### config.mk
export PLATFORM = sky130hd
export DESIGN_NAME = alu_rs
export DESIGN_NICKNAME = d
export VERILOG_FILES = /design/src/rtl/alu_rs.sv
export SDC_FILE = /design/constraint.sdc
export NUM_CORES = 2
export LEC_CHECK = 0
export BUFFER_PORTS_ARGS = -buffer_cell sky130_fd_sc_hd__buf_2
export CORE_ASPECT_RATIO = 0.6
export CORE_MARGIN = 2
export CORE_UTILIZATION = 67
export DETAILED_ROUTE_END_ITERATION = 8
export PLACE_DENSITY = 0.84
export RECOVER_POWER = 100
export SLEW_MARGIN = 0
export SYNTH_ARGS = -nofsm -noshare
export SYNTH_HDL_FRONTEND = slang
export SYNTH_SLANG_ARGS = --single-unit
### constraint.sdc
create_clock -name clk -period 8.3 [get_ports clk]
set_input_delay 1.245 -clock clk [delete_from_list [all_inputs] [get_ports clk]]
set_output_delay 1.245 -clock clk [all_outputs]
set_load 0.01 [all_outputs]
### src/rtl/alu_rs.sv
// ALU reservation station: a collapsing queue with oldest-first select and wakeup forwarding.
// Optional macro RS_SAME_CYCLE_WAKEUP_EN lets an entry issue in the cycle its wakeup arrives.

package alu_rs_pkg;
   localparam int PHYS_REG_BITS = 6;
   localparam int ROB_TAG_BITS  = 5;

   typedef struct packed {
      logic [PHYS_REG_BITS-1:0] prs1;
      logic                     prs1_ready;
      logic [PHYS_REG_BITS-1:0] prs2;
      logic                     prs2_ready;
      logic [PHYS_REG_BITS-1:0] prd;
      logic [ROB_TAG_BITS-1:0]  rob_tag;
      logic                     reg_write;
      logic                     alu_src;
      logic [31:0]              immediate;
      logic [3:0]               alu_op;
   } rs_entry_t;
endpackage

module alu_rs
   import alu_rs_pkg::*;
#(
   parameter int RS_DEPTH = 8
) (
   input  logic                        clk,
   input  logic                        rst,
   input  logic                        dispatch_valid,
   input  rs_entry_t                   dispatch_entry,
   output logic                        dispatch_ready,
   input  logic                        wakeup0_en,
   input  logic [PHYS_REG_BITS-1:0]    wakeup0_prd,
   input  logic                        wakeup1_en,
   input  logic [PHYS_REG_BITS-1:0]    wakeup1_prd,
   input  logic                        alu_ready,
   output logic                        issue_en,
   output rs_entry_t                   issue_entry,
   output logic [$clog2(RS_DEPTH):0]   occupancy,
   input  logic                        flush
);

   localparam int IDX_W = $clog2(RS_DEPTH);
   localparam int OCC_W = IDX_W + 1;

   rs_entry_t           r_entry [RS_DEPTH];
   logic [OCC_W-1:0]    r_occ;

   rs_entry_t           w_cand  [RS_DEPTH];
   rs_entry_t           w_up    [RS_DEPTH];
   rs_entry_t           w_next  [RS_DEPTH];
   logic [RS_DEPTH-1:0] w_elig;
   logic [IDX_W-1:0]    w_sel;
   logic                w_any;
   logic                w_disp_acc;
   logic [OCC_W-1:0]    w_disp_idx;
   logic [OCC_W-1:0]    w_occ_next;

   // Both ports are OR-ed in, so a double match on one entry is conflict-free.
   function automatic rs_entry_t f_wake(
      input rs_entry_t                e,
      input logic                     en0,
      input logic [PHYS_REG_BITS-1:0] prd0,
      input logic                     en1,
      input logic [PHYS_REG_BITS-1:0] prd1
   );
      rs_entry_t v_e;
      v_e            = e;
      v_e.prs1_ready = e.prs1_ready | (en0 && (e.prs1 == prd0)) | (en1 && (e.prs1 == prd1));
      v_e.prs2_ready = e.prs2_ready | (en0 && (e.prs2 == prd0)) | (en1 && (e.prs2 == prd1));
      return v_e;
   endfunction

   // Per-entry eligibility; valid entries are exactly indices below r_occ.
   always_comb begin
      w_elig = '0;
      for (int i = 0; i < RS_DEPTH; i++) begin
`ifdef RS_SAME_CYCLE_WAKEUP_EN
         w_cand[i] = f_wake(r_entry[i], wakeup0_en, wakeup0_prd, wakeup1_en, wakeup1_prd);
`else
         w_cand[i] = r_entry[i];
`endif
         w_elig[i] = (OCC_W'(i) < r_occ) && w_cand[i].prs1_ready &&
                     (w_cand[i].prs2_ready || w_cand[i].alu_src);
      end
   end

   // Oldest-first select: scanning downwards leaves the lowest eligible index.
   always_comb begin
      w_sel = '0;
      for (int i = RS_DEPTH - 1; i >= 0; i--) begin
         w_sel = w_elig[i] ? IDX_W'(i) : w_sel;
      end
   end

   assign w_any          = |w_elig;
   assign issue_en       = alu_ready && w_any && !flush;
   assign issue_entry    = w_any ? w_cand[w_sel] : '0;
   assign dispatch_ready = (r_occ < OCC_W'(RS_DEPTH));
   assign occupancy      = r_occ;

   assign w_disp_acc = dispatch_valid && dispatch_ready && !flush;
   assign w_disp_idx = issue_en ? (r_occ - OCC_W'(1)) : r_occ;
   assign w_occ_next = flush ? '0 : (r_occ + OCC_W'(w_disp_acc) - OCC_W'(issue_en));

   // Next queue contents: collapse over the issued slot, apply wakeups, insert dispatch.
   always_comb begin
      for (int i = 0; i < RS_DEPTH - 1; i++) begin
         w_up[i] = r_entry[i+1];
      end
      w_up[RS_DEPTH-1] = '0;
      for (int i = 0; i < RS_DEPTH; i++) begin
         w_next[i] = (issue_en && (IDX_W'(i) >= w_sel)) ? w_up[i] : r_entry[i];
         w_next[i] = f_wake(w_next[i], wakeup0_en, wakeup0_prd, wakeup1_en, wakeup1_prd);
         w_next[i] = (w_disp_acc && (OCC_W'(i) == w_disp_idx)) ?
                     f_wake(dispatch_entry, wakeup0_en, wakeup0_prd, wakeup1_en, wakeup1_prd) :
                     w_next[i];
      end
   end

   // State register; reset and flush both empty the queue and clear ready bits.
   always_ff @(posedge clk) begin
      if (rst) begin
         r_occ <= '0;
         for (int i = 0; i < RS_DEPTH; i++) begin
            r_entry[i] <= '0;
         end
      end else begin
         r_occ <= w_occ_next;
         for (int i = 0; i < RS_DEPTH; i++) begin
            r_entry[i] <= flush ? '0 : w_next[i];
         end
      end
   end

endmodule

==> results.tsv <==
metric	value	unit
status	complete, but fails checks	
violations	DRC, capacitance limit, slew limit	
r2r_cells	11	
drv_cap	4	
final_cell_mix	508 x dfxtp_1, 504 x nand2_1, 486 x nor2_1	
synth_seq_cells	508	
crit_fanout	84	
start_util	0.683	
slew_headroom	-1.01	
ioPinCount	151	
power.density	160	nW/um2
layout_commonest_cell	dfxtp_1	
syn_inst	3476	
detail_route.first_pass.iterations	8	
p_clk_frac	0.442	
placed_cell_area	30000	um2
setup-violations-final	0	
period_share	0.876	
clock-sinks	508	
synthArstFlopShare	0	
die_area	46100	um2
p_switching	1270	uW
vias	29100	
syn_avg_cell_area	8.55	um2
clock-root-buffer	clkbuf_16	
port_buffers	150	
wl	106	mm
clockBufferDepth	3	
hold_viol	0	
fp.dieH	167	um
grt_pass1_vias	27700	
synth_seq_area_share	0.342	
p_int	3740	uW
fin_tns_setup	0	ns
wl_per_cell	27.1	um
cts_resized	0	
yosysUniqueCellTypes	82	
drc_errors	21	
path_clk_slew	0.07	ns
critPathRequiredTime	8.77	ns
rsz0062_at_grt	false	
antenna_found_initial	13	
power.share.switching	0.254	
fin_crit	7.27	ns
tightest_slew	3.01	ns
power.share.sequential	0.491	
syn-num-nets	3570	
synth-edff-count	0	
final_area	31400	um2
fmax	137	MHz
area_growth	5.57	%
worstSetupPathType	register to register	
power_frac_comb	0.067	
drt-vias-per-instance	7.41	
peakVddDrop	0.000151	V
start_kind	register	
hpwl	64.9	mm
drive_gt1_frac	0.110	
std_cell_rows	59	
p_leak	0.0110	uW
htreeDepth	2	
setup.worst_path.end_class	register	
holdBufCountCts	0	
timing.final.max_slew_violations	205	
ant_nets	0	
critPathArrivalTime	7.74	ns
tritoncts	done	
grt_usage	0.449	
clk_latency	0.60	ns
ys.flop_type	dfxtp_1	
clock_skew	0.0251	ns
hold_class	register to register	
design.core.area	43600	um2
nets	3398	
globalRouteOverflowTotal	0	
hold_depth	2	
cts_buffers	48	
gp_congestion	1.02	
die_w	276	um
yosysWarnings	0	
grt_max_degree	180	
cts_setup_buffers	0	
grt_pass1_wl	161	mm
synth_area	29700	um2
drt-initial-drc-count	4937	
[flip-flops by register name, summed over array words and instances, names as in the netlist]
signal / count
r_entry: 504
occupancy: 4
[per-stage QoR]
| step | total power (uW) | hold WS, ns | worst slack (ns) | instances | util |
|---|---|---|---|---|---|
| 5_1_grt | 5120 | 0.506 | 0.743 | 3918 | 0.720 |
| 3_3_place_gp | 2820 | 0.463 | 2.31 | 3833 | 0.688 |
| 4_1_cts | 4980 | 0.483 | 1.89 | 3917 | 0.723 |
| 3_5_place_dp | 2830 | 0.474 | 1.98 | 3833 | 0.688 |
| 6_report | 5010 | 0.487 | 1.03 | 3925 | 0.721 |
| 2_1_floorplan | 2730 | 0.457 | 3.82 | 3476 | - |
[routing by layer]
layer  share of wire  GRT usage  wire length (um)
met1            0.39      0.637             41000
met2            0.40      0.609             42200
met3            0.18      0.186             19300
met4           0.034      0.155              3640
met5          0.0013          0               137
[synthesized netlist by cell type (9+ instances only)]
| master | instances | area [um2] |
|---|---|---|
| o21ai_0 | 41 | 205 |
| mux4_2 | 124 | 2790 |
| buf_2 | 112 | 561 |
| buf_4 | 16 | 120 |
| nor2_1 | 489 | 1840 |
| inv_1 | 28 | 105 |
| nand2_1 | 508 | 1910 |
| nor3_1 | 22 | 110 |
| a311oi_1 | 201 | 1760 |
| ha_1 | 11 | 138 |
| xor2_1 | 52 | 455 |
| dfxtp_1 | 508 | 10200 |
| xnor2_1 | 127 | 1110 |
| nand3_1 | 71 | 355 |
| a2111oi_0 | 9 | 78.8 |
| a22o_1 | 67 | 587 |
| mux2i_1 | 225 | 2250 |
| clkbuf_1 | 224 | 841 |
| nand4_1 | 25 | 156 |
| nor2b_1 | 12 | 75.1 |
| o22ai_1 | 11 | 68.8 |
| clkbuf_2 | 19 | 95.1 |
| nor4_1 | 21 | 131 |
| a21oi_1 | 109 | 546 |
| a211oi_1 | 235 | 1760 |
| buf_1 | 41 | 154 |
| a31oi_1 | 13 | 81.3 |
[path summary, 6_finish.rpt]
path / slack (ns) / end / startpoint
worst min register to register: 0.49 / r_entry[1][208] / r_entry[1][208]
worst max register to register: 1.03 / r_entry[0][189] / occupancy[1]
worst min-delay path: 0.49 / r_entry[1][208] / r_entry[1][208]
worst max-delay path: 1.03 / r_entry[0][189] / occupancy[1]
[power groups by stage]
stage	sequential, uW	clock [uW]	combinational (uW)
6_report	2460	2210	333
2_1_floorplan	2510	0	222
5_1_grt	2460	2320	343
4_1_cts	2460	2200	315
3_5_place_dp	2520	0	313
3_3_place_gp	2510	0	304
[critical path, cell delays in order (launching register included)]
cell      delay (ns)
dfxtp_1         0.43
inv_1           0.24
ha_1            0.37
o21ai_0         0.26
a22oi_1         0.53
nand2_4         0.76
o21ai_4         1.06
o32a_1          0.37
or2_4           0.93
clkbuf_1        1.60
nor2_1          0.19
a311oi_1        0.37
[cell families after synthesis]
logic type / count (synthesis) / synth area share
XOR/XNOR: 179 / 0.0527
AO/OA/AOI/OAI: 785 / 0.200
buffers and inverters: 444 / 0.0636
adder cells (fa/ha/maj): 12 / 0.00530
multiplexers: 353 / 0.171
AND/OR/NAND/NOR: 1195 / 0.165
flip-flops: 508 / 0.342
[layout make-up]
type | instances | area [um2]
Antenna cell | 8 | 20.0
Clock buffer | 66 | 1370
Clock inverter | 18 | 156
Fill cell | 3273 | 12200
Inverter | 32 | 120
Multi-Input combinational cell | 2524 | 17800
Sequential cell | 508 | 10200
Tap cell | 579 | 724
Timing Repair Buffer | 190 | 993
No activity file was read; power rests on OpenSTA's default activity.
